[src/rtl/fetch_redirect_ctrl.sv]
// fetch_redirect_ctrl: arbitrates exc/ex/bp PC redirects (clk, rst_, event inputs, fetch_ready -> redir_* outputs, flush_pending, bp_drop)
module fetch_redirect_ctrl #(
  parameter int ADDR_W = 32,
  parameter logic [ADDR_W-1:0] RESET_VECTOR = 32'hBFC0_0000
) (
  input  logic              clk,
  input  logic              rst_,
  input  logic              exc_flush_all,
  input  logic [ADDR_W-1:0] cp0_excaddr,
  input  logic              ex_bp_error,
  input  logic [ADDR_W-1:0] ex_new_target,
  input  logic              ex_delot_en,
  input  logic [ADDR_W-1:0] ex_delot_pc,
  input  logic              bp_pred_en,
  input  logic [ADDR_W-1:0] bp_pred_target,
  input  logic              bp_delot_en,
  input  logic [ADDR_W-1:0] bp_delot_pc,
  input  logic              fetch_ready,
  output logic              redir_valid,
  output logic [ADDR_W-1:0] redir_pc,
  output logic [1:0]        redir_delot,
  output logic [1:0]        redir_src,
  output logic              flush_pending,
  output logic              bp_drop
);
  typedef enum logic [1:0] {IDLE, ISSUE, TARGET} state_t;
  state_t st_q, st_d;
  logic [ADDR_W-1:0] pc_q, pc_d, tgt_q, tgt_d;
  logic [1:0] dl_q, dl_d, src_q, src_d;
  logic has_q, has_d, drop_d, busy;
  assign busy = st_q != IDLE;
  assign redir_valid = busy;
  assign redir_pc = pc_q;
  assign redir_delot = busy ? dl_q : 2'b00;
  assign redir_src = busy ? src_q : 2'b00;
  assign flush_pending = busy && src_q[1];
  always_ff @(posedge clk or posedge rst_) begin
    if (rst_) begin
      st_q <= IDLE;
      pc_q <= RESET_VECTOR;
      tgt_q <= '0;
      dl_q <= 2'b00;
      src_q <= 2'b00;
      has_q <= 1'b0;
      bp_drop <= 1'b0;
    end else begin
      st_q <= st_d;
      pc_q <= pc_d;
      tgt_q <= tgt_d;
      dl_q <= dl_d;
      src_q <= src_d;
      has_q <= has_d;
      bp_drop <= drop_d;
    end
  end
  always_comb begin
    st_d = st_q;
    pc_d = pc_q;
    tgt_d = tgt_q;
    dl_d = dl_q;
    src_d = src_q;
    has_d = has_q;
    // bp only wins when nothing else is asserted and no redirect is in flight
    drop_d = bp_pred_en && (exc_flush_all || ex_bp_error || busy);
    if (exc_flush_all) begin
      st_d = ISSUE;
      pc_d = cp0_excaddr;
      has_d = 1'b0;
      dl_d = 2'b00;
      src_d = 2'b11;
    end else if (ex_bp_error && redir_src != 2'b11) begin
      st_d = ISSUE;
      pc_d = ex_delot_en ? ex_delot_pc : ex_new_target;
      tgt_d = ex_new_target;
      has_d = ex_delot_en;
      dl_d = ex_delot_en ? 2'b10 : 2'b00;
      src_d = 2'b10;
    end else if (bp_pred_en && !busy) begin
      st_d = ISSUE;
      pc_d = bp_delot_en ? bp_delot_pc : bp_pred_target;
      tgt_d = bp_pred_target;
      has_d = bp_delot_en;
      dl_d = bp_delot_en ? 2'b01 : 2'b00;
      src_d = 2'b01;
    end else if (busy && fetch_ready) begin
      if (st_q == ISSUE && has_q) begin
        st_d = TARGET;
        pc_d = tgt_q;
        dl_d = 2'b00;
        has_d = 1'b0;
      end else begin
        st_d = IDLE;
      end
    end
  end
endmodule

[config.mk]
export PLATFORM = sky130hd
export DESIGN_NAME = fetch_redirect_ctrl
export DESIGN_NICKNAME = d
export VERILOG_FILES = /design/src/rtl/fetch_redirect_ctrl.sv
export SDC_FILE = /design/constraint.sdc
export NUM_CORES = 1
export LEC_CHECK = 0
export BUFFER_PORTS_ARGS = -buffer_cell sky130_fd_sc_hd__buf_2
export CAP_MARGIN = 20
export CORE_MARGIN = 2
export CORE_UTILIZATION = 53
export DETAILED_ROUTE_END_ITERATION = 8
export PLACE_DENSITY = 0.94
export SETUP_SLACK_MARGIN = 0.4
export SYNTH_ARGS = -nofsm -noshare
export SYNTH_HDL_FRONTEND = slang
export SYNTH_SLANG_ARGS = --single-unit
[constraint.sdc]
create_clock -name clk -period 4 [get_ports clk]
set_input_delay 0.8 -clock clk [delete_from_list [all_inputs] [get_ports clk]]
set_output_delay 0.8 -clock clk [all_outputs]
set_load 0.03 [all_outputs]
==> metrics.md <==
| Metric | Value |
|---|---|
| Sequential power share | `between 40% and 50%` |
| Area Growth Syn to Fin | `24.8%` |
| Share of layout cells above drive strength 1 | `about 52%` |
| Post-route setup TNS | `0 ps` |
| Sw Share | `36.9%` |
| Clk pwr share | `17.9%` |
| Rel. slew slack | `41.5%` |
| Leak Pwr | `2.81 nW` |
| Critical Path RT | `4210 ps` |
| GR Util All Layers | `27.2%` |
| Critical path launch point | `st_q[1]` |
| Port Buf Inserts | `206` |
| Drt first pass iters | `4` |
| DR vias/cell | `just under 6` |
| Critical R2R Launch | `st_q[1]` |
| Max-cap viol count | `0` |
| Top cell type's share of synthesized area | `around a third` |
| Fin. Hold Viols | `0` |
| Num ports | `a little over 200` |
| Distinct cells, synth | `36` |
| Max rail drop VDD | `between 200 and 300 uV` |
| DIE AREA | `0.0101 mm2` |
| Status | `finished clean` |
| Switching power | `1.05 mW` |
| Main synth FF type | `dfrtp_1` |
| Clk buf depth | `2` |
| Synth Cell Area | `0.00494 mm2` |
| Worst-Margin Slew | `878 ps` |
| Post-DP HPWL | `between 10 and 15 mm` |
| Number of global-route vias before repair | `4479` |
| Post-Syn Instances | `401` |
| Clock Latency Late Sink | `330 ps` |
| Crit path arrival time | `between 3000 and 4000 ps` |
| Synth top area cells | `dfrtp_1 32%, mux2_1 23%, mux2_4 8.8%` |
| Synth area leader | `dfrtp_1` |
| Kind of critical path | `register to register` |
| Root Driver | `clkbuf_8` |
| Setup-failing EPs final | `0` |
| Part of the cycle the worst path needs | `a little over 70%` |
| Initial core utilization | `a little over half` |
| Syn nets | `569` |
| Drt wl/cell | `19.5 um` |
| Setup crit end kind | `register` |
| Nets | `approximately 760` |
| Remaining antenna violation count | `0` |
| RSZ-0062 raised after global routing | `false` |
| Combinational Power Share | `41.5%` |
| DRC viols | `0` |
| Pin count of the biggest net entering global routing | `52` |
| Top cell types by occurrence after synthesis | `99 x mux2_1, 63 x dfrtp_1` |
| Fmax | `between 0.3 and 0.4 GHz` |
| Vias | `4152` |
| Most frequent cell after synthesis | `mux2_1` |
| Initial drt markers | `158` |
| HP Class | `input pin to asynchronous set/reset pin` |
| Clk sinks | `72` |
| Clk pin slew, worst setup/hold paths | `80 ps` |
| Congestion Overflow GR | `0` |
| Filler cells | `between 600 and 700` |
| First-pass GRT wire length | `21.4 mm` |
| Detailed Route WL | `13.8 mm` |
| Fin. max-slew vios | `0` |
| Register area share after synthesis | `36.7%` |
| Initial antenna violation count | `0` |
| Post_cts resized | `0` |
| Cell Int Power | `1.80 mW` |
| GPL Wtd Cong | `0.813` |
| Setup Skew | `between 10 and 15 ps` |
| P per Cell Area | `462 mW/mm2` |
| Hold WS | `388 ps` |
| Htree depth | `3` |
| Register bit count reported by yosys | `72` |
| Post-synth EDFFs | `0` |
| CTS tree | `built` |
| Post CTS Setup Buffer Count | `0` |
| FFs w/ async S/R, synth | `100%` |
| Fin crit period | `2820 ps` |
| Chip Width | `101 um` |
| YS warnings | `0` |
| Core area | `0.00915 mm2` |
| CTS buffer count | `9` |
| Row count | `35` |
| Crit Path Max Fanout | `21` |
| Critical path launch point type | `register` |
| Syn Area/Cell | `approximately 12 um2` |
| Cts hold-fix bufs | `0` |
| Antenna cells | `0` |
| DIE HEIGHT | `101 um` |
-- metal layers --
layer | track usage [%] | vias to the layer above | part of all wire (%)
met5 | 0 | - | 0
met2 | 47.7 | 180 | 52
met4 | 12.9 | 0 | 2.2
met1 | 31.9 | 2029 | 40
met3 | 5.55 | 30 | 6.0
li1 | - | 1913 | -
-- power by group through the flow --
stage                     Clock, mW  Sequential (mW)  Combinational [mW]
after floorplan                   0             1.33               0.660
after global placement            0             1.15                1.14
after detailed placement          0             1.16                1.18
after CTS                     0.529             1.15                1.18
after global routing          0.568             1.18                1.26
final                         0.510             1.16                1.18
-- worst paths after layout --
| path | endpoint | slack, ps | cells past startpoint |
|---|---|---|---|
| min in group clk | redir_pc[19] | 510 | 1 |
| max in group asynchronous | redir_pc[25] | 2800 | 4 |
| worst min register to register | redir_pc[19] | 510 | 1 |
| worst min-delay path | tgt_q[14] | 390 | 2 |
| worst max register to register | tgt_q[10] | 1180 | 5 |
| worst max-delay path | tgt_q[10] | 1180 | 5 |
-- per-stage QoR --
stage / cells / util [%] / setup slack [ps] / instance area [um2] / power (mW)
floorplan: 401 / - / 1390 / 4940 / 1.99
global placement: 690 / 65.3 / 1100 / 5970 / 2.29
detailed placement: 690 / 65.3 / 1080 / 5970 / 2.34
CTS: 706 / 67.2 / 1160 / 6150 / 2.86
global route: 707 / 67.4 / 1060 / 6170 / 3.01
finish: 707 / 67.4 / 1180 / 6170 / 2.85
-- placed cells by master (no fill, tap or decap) --
master,synthesis,routed
buf_12,0,1
a221oi_1,1,1
nor2_1,6,6
mux2_4,29,29
o211ai_4,1,1
clkbuf_8,0,10
clkinv_2,0,2
nand3_1,1,1
dfrtp_1,63,63
o21ai_0,32,32
buf_4,6,10
nand2_1,1,1
a21o_1,3,3
inv_1,4,3
o31a_1,1,1
nor3b_2,0,1
nor2b_2,1,1
a22oi_1,1,1
buf_2,11,206
nor3_1,1,1
nor2b_4,0,1
o21ai_1,1,1
a32o_1,1,1
clkbuf_1,13,1
a32oi_1,32,32
a211o_1,1,1
mux2_1,99,99
clkinvlp_4,0,3
dfstp_2,9,9
a21oi_4,0,1
mux2i_1,32,32
inv_2,0,1
and2_1,5,5
a21oi_1,1,1
mux2_2,32,32
nand2_2,1,1
nand2b_1,1,1
-- final cells by class --
cell class	instances	area, um2	share of cell area (%)
Inverter	4	15.0	0.243
Clock buffer	11	141	2.29
Timing Repair Buffer	217	1130	18.3
Clock inverter	5	32.5	0.527
Multi-Input combinational cell	287	2900	47.0
Sequential cell	72	1810	29.4
Tap cell	111	139	2.25
-- kinds of logic after synthesis --
| family | share of synthesized area [%] |
|---|---|
| multiplexers | 45.2 |
| AO/OA/AOI/OAI | 11.1 |
| flip-flops | 36.7 |
| buffers and inverters | 4.99 |
| AND/OR/NAND/NOR | 2.08 |
-- critical path: stages, from the launching register on --
cell and delay [ps]:
dfrtp_1 480, o211ai_4 530, nand2_2 280, a21oi_4 710
buf_4 350, mux2_2 360
-- state kept, by name, indices dropped and copies added, names as in the netlist --
signal / count
bp_drop: 1
dl_q: 2
has_q: 1
redir_pc: 32
src_q: 2
st_q: 2
tgt_q: 32
No activity file was read; power rests on OpenSTA's default activity.
